<file path="src/rtl/nes_pad_reader.sv">
// Host-side reader for a native NES joypad (4021): drives LATCH/CLK, shifts in
// eight active-low button bits and presents them active-high with a valid strobe.
module nes_pad_reader #(
   parameter int unsigned LATCH_CYC = 21,
   parameter int unsigned HALF_CYC  = 11,
   parameter int unsigned POLL_CYC  = 29781
) (
   input  logic       clk,
   input  logic       res_n,
   input  logic       start,
   input  logic       auto_en,
   input  logic       pad_data,
   output logic       pad_latch,
   output logic       pad_clk,
   output logic [7:0] buttons,
   output logic       valid,
   output logic       busy
);

   localparam int unsigned CNT_MAX = (LATCH_CYC > HALF_CYC) ? LATCH_CYC : HALF_CYC;
   localparam int unsigned CNT_W   = (CNT_MAX > 1) ? $clog2(CNT_MAX) : 1;
   localparam int unsigned POLL_W  = (POLL_CYC > 1) ? $clog2(POLL_CYC) : 1;

   localparam logic [CNT_W-1:0]  LATCH_LAST = CNT_W'(LATCH_CYC - 1);
   localparam logic [CNT_W-1:0]  HALF_LAST  = CNT_W'(HALF_CYC - 1);
   localparam logic [POLL_W-1:0] POLL_LAST  = POLL_W'(POLL_CYC - 1);

   typedef enum logic [1:0] {
      S_IDLE  = 2'd0,
      S_LATCH = 2'd1,
      S_LOW   = 2'd2,
      S_HIGH  = 2'd3
   } state_t;

   state_t            r_state;
   logic [CNT_W-1:0]  r_cnt;
   logic [2:0]        r_idx;
   logic [6:0]        r_shift;
   logic [7:0]        r_buttons;
   logic              r_valid;
   logic              r_pad_latch;
   logic              r_pad_clk;
   logic              r_busy;
   logic              r_pending;
   logic [POLL_W-1:0] r_poll;
   logic              r_sync1;
   logic              r_sync2;

   state_t            w_state_nxt;
   logic [CNT_W-1:0]  w_cnt_nxt;
   logic [2:0]        w_idx_nxt;
   logic [6:0]        w_shift_nxt;
   logic [7:0]        w_buttons_nxt;
   logic              w_valid_nxt;
   logic              w_latch_nxt;
   logic              w_clk_nxt;
   logic              w_busy_nxt;
   logic              w_pending_nxt;
   logic              w_wrap;
   logic              w_wrap_req;

   // Two-flop synchronizer for the asynchronous pad serial line; idles high (released).
   always_ff @(posedge clk) begin
      if (!res_n) begin
         r_sync1 <= 1'b1;
         r_sync2 <= 1'b1;
      end else begin
         r_sync1 <= pad_data;
         r_sync2 <= r_sync1;
      end
   end

   // Free-running frame timer; a wrap requests a poll only while auto_en is set.
   assign w_wrap     = (r_poll == POLL_LAST);
   assign w_wrap_req = w_wrap & auto_en;

   always_ff @(posedge clk) begin
      if (!res_n) begin
         r_poll <= '0;
      end else if (w_wrap) begin
         r_poll <= '0;
      end else begin
         r_poll <= r_poll + POLL_W'(1);
      end
   end

   // State and registered-output flops.
   always_ff @(posedge clk) begin
      if (!res_n) begin
         r_state     <= S_IDLE;
         r_cnt       <= '0;
         r_idx       <= 3'd0;
         r_shift     <= 7'd0;
         r_buttons   <= 8'h00;
         r_valid     <= 1'b0;
         r_pad_latch <= 1'b0;
         r_pad_clk   <= 1'b1;
         r_busy      <= 1'b0;
         r_pending   <= 1'b0;
      end else begin
         r_state     <= w_state_nxt;
         r_cnt       <= w_cnt_nxt;
         r_idx       <= w_idx_nxt;
         r_shift     <= w_shift_nxt;
         r_buttons   <= w_buttons_nxt;
         r_valid     <= w_valid_nxt;
         r_pad_latch <= w_latch_nxt;
         r_pad_clk   <= w_clk_nxt;
         r_busy      <= w_busy_nxt;
         r_pending   <= w_pending_nxt;
      end
   end

   // Next-state logic; outputs are decoded from the next state so they register in step.
   always_comb begin
      w_state_nxt   = r_state;
      w_cnt_nxt     = r_cnt;
      w_idx_nxt     = r_idx;
      w_shift_nxt   = r_shift;
      w_buttons_nxt = r_buttons;
      w_valid_nxt   = 1'b0;
      w_pending_nxt = r_pending | w_wrap_req;

      case (r_state)
         S_IDLE: begin
            // Accepting a request consumes any wrap on the same edge, so they merge.
            if (start || r_pending) begin
               w_state_nxt   = S_LATCH;
               w_cnt_nxt     = '0;
               w_pending_nxt = 1'b0;
            end
         end
         S_LATCH: begin
            if (r_cnt == LATCH_LAST) begin
               w_shift_nxt = {r_sync2, r_shift[6:1]};
               w_idx_nxt   = 3'd1;
               w_cnt_nxt   = '0;
               w_state_nxt = S_LOW;
            end else begin
               w_cnt_nxt = r_cnt + CNT_W'(1);
            end
         end
         S_LOW: begin
            if (r_cnt == HALF_LAST) begin
               w_cnt_nxt   = '0;
               w_state_nxt = S_HIGH;
            end else begin
               w_cnt_nxt = r_cnt + CNT_W'(1);
            end
         end
         S_HIGH: begin
            if (r_cnt == HALF_LAST) begin
               w_cnt_nxt = '0;
               if (r_idx == 3'd7) begin
                  // Bits arrive LSB first; the eighth bit bypasses the shifter.
                  w_buttons_nxt = ~{r_sync2, r_shift};
                  w_valid_nxt   = 1'b1;
                  w_state_nxt   = S_IDLE;
               end else begin
                  w_shift_nxt = {r_sync2, r_shift[6:1]};
                  w_idx_nxt   = r_idx + 3'd1;
                  w_state_nxt = S_LOW;
               end
            end else begin
               w_cnt_nxt = r_cnt + CNT_W'(1);
            end
         end
         default: begin
            w_state_nxt = S_IDLE;
         end
      endcase

      w_latch_nxt = (w_state_nxt == S_LATCH);
      w_clk_nxt   = (w_state_nxt != S_LOW);
      w_busy_nxt  = (w_state_nxt != S_IDLE);
   end

   assign pad_latch = r_pad_latch;
   assign pad_clk   = r_pad_clk;
   assign buttons   = r_buttons;
   assign valid     = r_valid;
   assign busy      = r_busy;

endmodule
</file>
<file path="config.mk">
export PLATFORM = sky130hd
export DESIGN_NAME = nes_pad_reader
export DESIGN_NICKNAME = d
export VERILOG_FILES = /design/src/rtl/nes_pad_reader.sv
export SDC_FILE = /design/constraint.sdc
export NUM_CORES = 1
export LEC_CHECK = 0
export BUFFER_PORTS_ARGS = -buffer_cell sky130_fd_sc_hd__buf_2
export CAP_MARGIN = 20
export CORE_MARGIN = 3
export CORE_UTILIZATION = 50
export DETAILED_ROUTE_END_ITERATION = 7
export PLACE_DENSITY_LB_ADDON = 0.15
export SETUP_SLACK_MARGIN = 0.02
export SYNTH_ARGS = -nofsm -noshare
export SYNTH_HDL_FRONTEND = slang
export SYNTH_SLANG_ARGS = --single-unit
export TNS_END_PERCENT = 5
</file>
<file path="constraint.sdc">
create_clock -name clk -period 4.6 [get_ports clk]
set_input_delay 0.92 -clock clk [delete_from_list [all_inputs] [get_ports clk]]
set_output_delay 0.92 -clock clk [all_outputs]
set_load 0.05 [all_outputs]
</file>
==> impl_results.md <==
* Status: completed
* Fin worst setup slack at 2.65 ns
* Clk pwr share at 43.9%
* Largest net degree at the start of global routing at 24
* Clock-pin slew of the registers on the worst-case setup and hold paths at 0.09 ns
* Final Setup Violations at 0
* Setup WS pre-CTS at 2.36 ns
* Hold Path Class: reg -> reg
* Post-placement cell count at 278
* Die Ht at around 70 um
* # Post-CTS Setup Buffers at 0
* Io pins at 17
* Tightest Pin Transition at 0.802 ns
* Critical Path Source Type: input port
* Most used DFF post-synth: dfxtp_1
* Total track usage at 15.5%
* Net Count, Synth at approximately 230
* Clock skew at 0.00599 ns
* Core area at approximately 0.0038 mm2
* CP Data Arrival Time at 2.18 ns
* Design internal power at 641 uW
* Die width at between 70 and 80 um
* YS warnings at 0
* Initial antenna violation count at 0
* Die ar. at 0.00492 mm2
* Sequential Power Share at 52.1%
* Mapped Cells at 221
* CTS tree: yes
* Final non-filler cell total at approximately 290
* Register area share after synthesis at 45.8%
* Total power at just over 800 uW
* Synthesized flop and latch total at 47
* Max-cap violations at 0
* Total grt overflow at 0
* Post-DP HPWL at around 2300 um
* Clock buffer depth at 2
* EDFF count, synth at 0
* Max frequency at 514 MHz
* Via Count at between 1500 and 2000
* Worst endpoint required time at 4.83 ns
* Pre-antenna DRT Iters at 4
* Most common cell after layout, fill and taps aside: dfxtp_1
* Post-layout min period at 1.95 ns
* Setup tns final at 0 ns
* Post-DRT Antenna Nets at 0
* RD Place Congestion at slightly below 0.8
* Ys async rst share at 0%
* CTS Hold Buffers Added at 0
* DR iter-0 viols at 86
* Final Hold Fails at 0
* Worst Path Class, Setup: in -> reg
* Unrepaired setup endpoints after global routing: no
* Vias in the first global route at around 1400
* Routed WL at 3480 um
* Synthesized area at 0.00206 mm2
* Rel. slew slack at 46.0%
* CTS resizes at 0
* Starting Density at 54.1%
* Netlist cell types at between 40 and 50
* Residual DRC at 0
* Fill cells at roughly 340
* Num CTS Buffers at 5
* Nets at 249
* Most frequent cells in the layout: 47 x dfxtp_1, 26 x nand2_1, 18 x nor2_1
* Sink Count at 47
* Crit-path max FO at 6
* Switch share at 20.5%
* Ant diodes at 0
* Root Driver: clkbuf_8
* Worst vdd ir at 0.217 mV
* Routed vias/inst at 5.38
* Pwr dens at 355 mW/mm2
* Std-Cell Rows at 22
* Max Slew Vio Count at 0
* Area delta synth->final at 10.3%
* Mapped Avg Cell Area at 9.30 um2
* Leak pwr at 0.000937 uW
* Drt wl/cell at 12.2 um
* Setup crit end kind: flop
* First-pass GRT wire length at a little over 6000 um
* Clk_lat worst skew at 0.30 ns
* Tcrit/Tclk final at 42.3%
* Comb pwr share at 4.0%
* Sw power at 165 uW
* IO buf count at 16
* H-tree Lvls at 2
* Share of layout cells above drive strength 1 at 13.4%
## power by group through the flow
stage,clock network (uW),logic (uW),registers [uW]
final,354,32.4,420
after global routing,375,37.3,422
after CTS,364,33.1,420
after detailed placement,0,32.8,430
after global placement,0,32.5,429
after floorplan,0,24.8,431
## worst max-delay path: stages
cell and delay (ns):
buf_2 0.11, nor4_1 0.67, nand2b_1 0.19, o311ai_0 0.12, a21oi_1 0.17
## final timing paths
kind	start	end	slack, ns	cells after the start
max	start	r_cnt[2]	2.65	5
min	r_sync1	r_sync2	0.41	1
max reg2reg	r_poll[0]	r_poll[12]	2.68	6
min reg2reg	r_sync1	r_sync2	0.41	1
## state kept, by name (all words and copies together) (netlist names)
signal and flops:
r_poll 15, buttons 8, r_shift 7, r_cnt 5, r_idx 3, r_state 2, busy 1, pad_clk 1
pad_latch 1, r_pending 1, r_sync1 1, r_sync2 1, valid 1
## routing by layer
metal	GRT usage, %	wire, um	part of all wire, %	vias up
met3	4.75	156	4.5	5
met5	0	0	0	-
li1	-	-	-	806
met1	21.4	1770	51	703
met4	5.74	42	1.2	0
met2	22.6	1510	43	24
## area by class of cell
class                      instances  area, um2  share of cell area [%]
inverter                           7       26.3                    1.16
clock buffer                       5       68.8                    3.03
tap                               48       60.1                    2.65
timing repair buffer              16       80.1                    3.53
multi-input combinational        160       1020                    45.2
sequential                        47        941                    41.5
clock inverter                     3       67.6                    2.98
## through the flow
step,instance area [um2],hold WS [ns],utilization (%)
final,2270,0.415,59.7
after detailed placement,2130,0.397,56.1
after floorplan,2060,0.386,-
after global routing,2270,0.431,59.7
after CTS,2270,0.420,59.7
after global placement,2130,0.395,56.1
## synthesized netlist by cell type, types with 2 or more instances
library cell  number  share of area (%)
a21oi_1           14                3.4
xor2_1             8                3.4
xnor2_1            2               0.85
inv_1              7                1.3
clkbuf_8           3                2.0
nand2b_1          12                3.7
a31oi_1            2               0.61
or3_1              4                1.2
o211a_1            2               0.97
nor3_1             3               0.73
clkbuf_1           3               0.55
dfxtp_1           47                 46
ha_1               7                4.3
nor2_1            18                3.3
and3_1             2               0.61
o21ai_0            4               0.97
nand4_1            5                1.5
nand2_1           26                4.7
nand3_1           15                3.7
mux2i_1            9                4.4
## kinds of logic (layout without fill, tap and decap cells)
kind of cell,after synthesis,after routing,share of synthesized area [%]
buf+inv,14,31,4.38
mux,10,10,4.93
compound gates,33,33,10.4
flops,47,47,45.8
simple gates,100,100,26.0
fa+ha+maj,7,7,4.26
xor+xnor,10,10,4.26
Note: power is estimated with default switching activity, not from simulation.
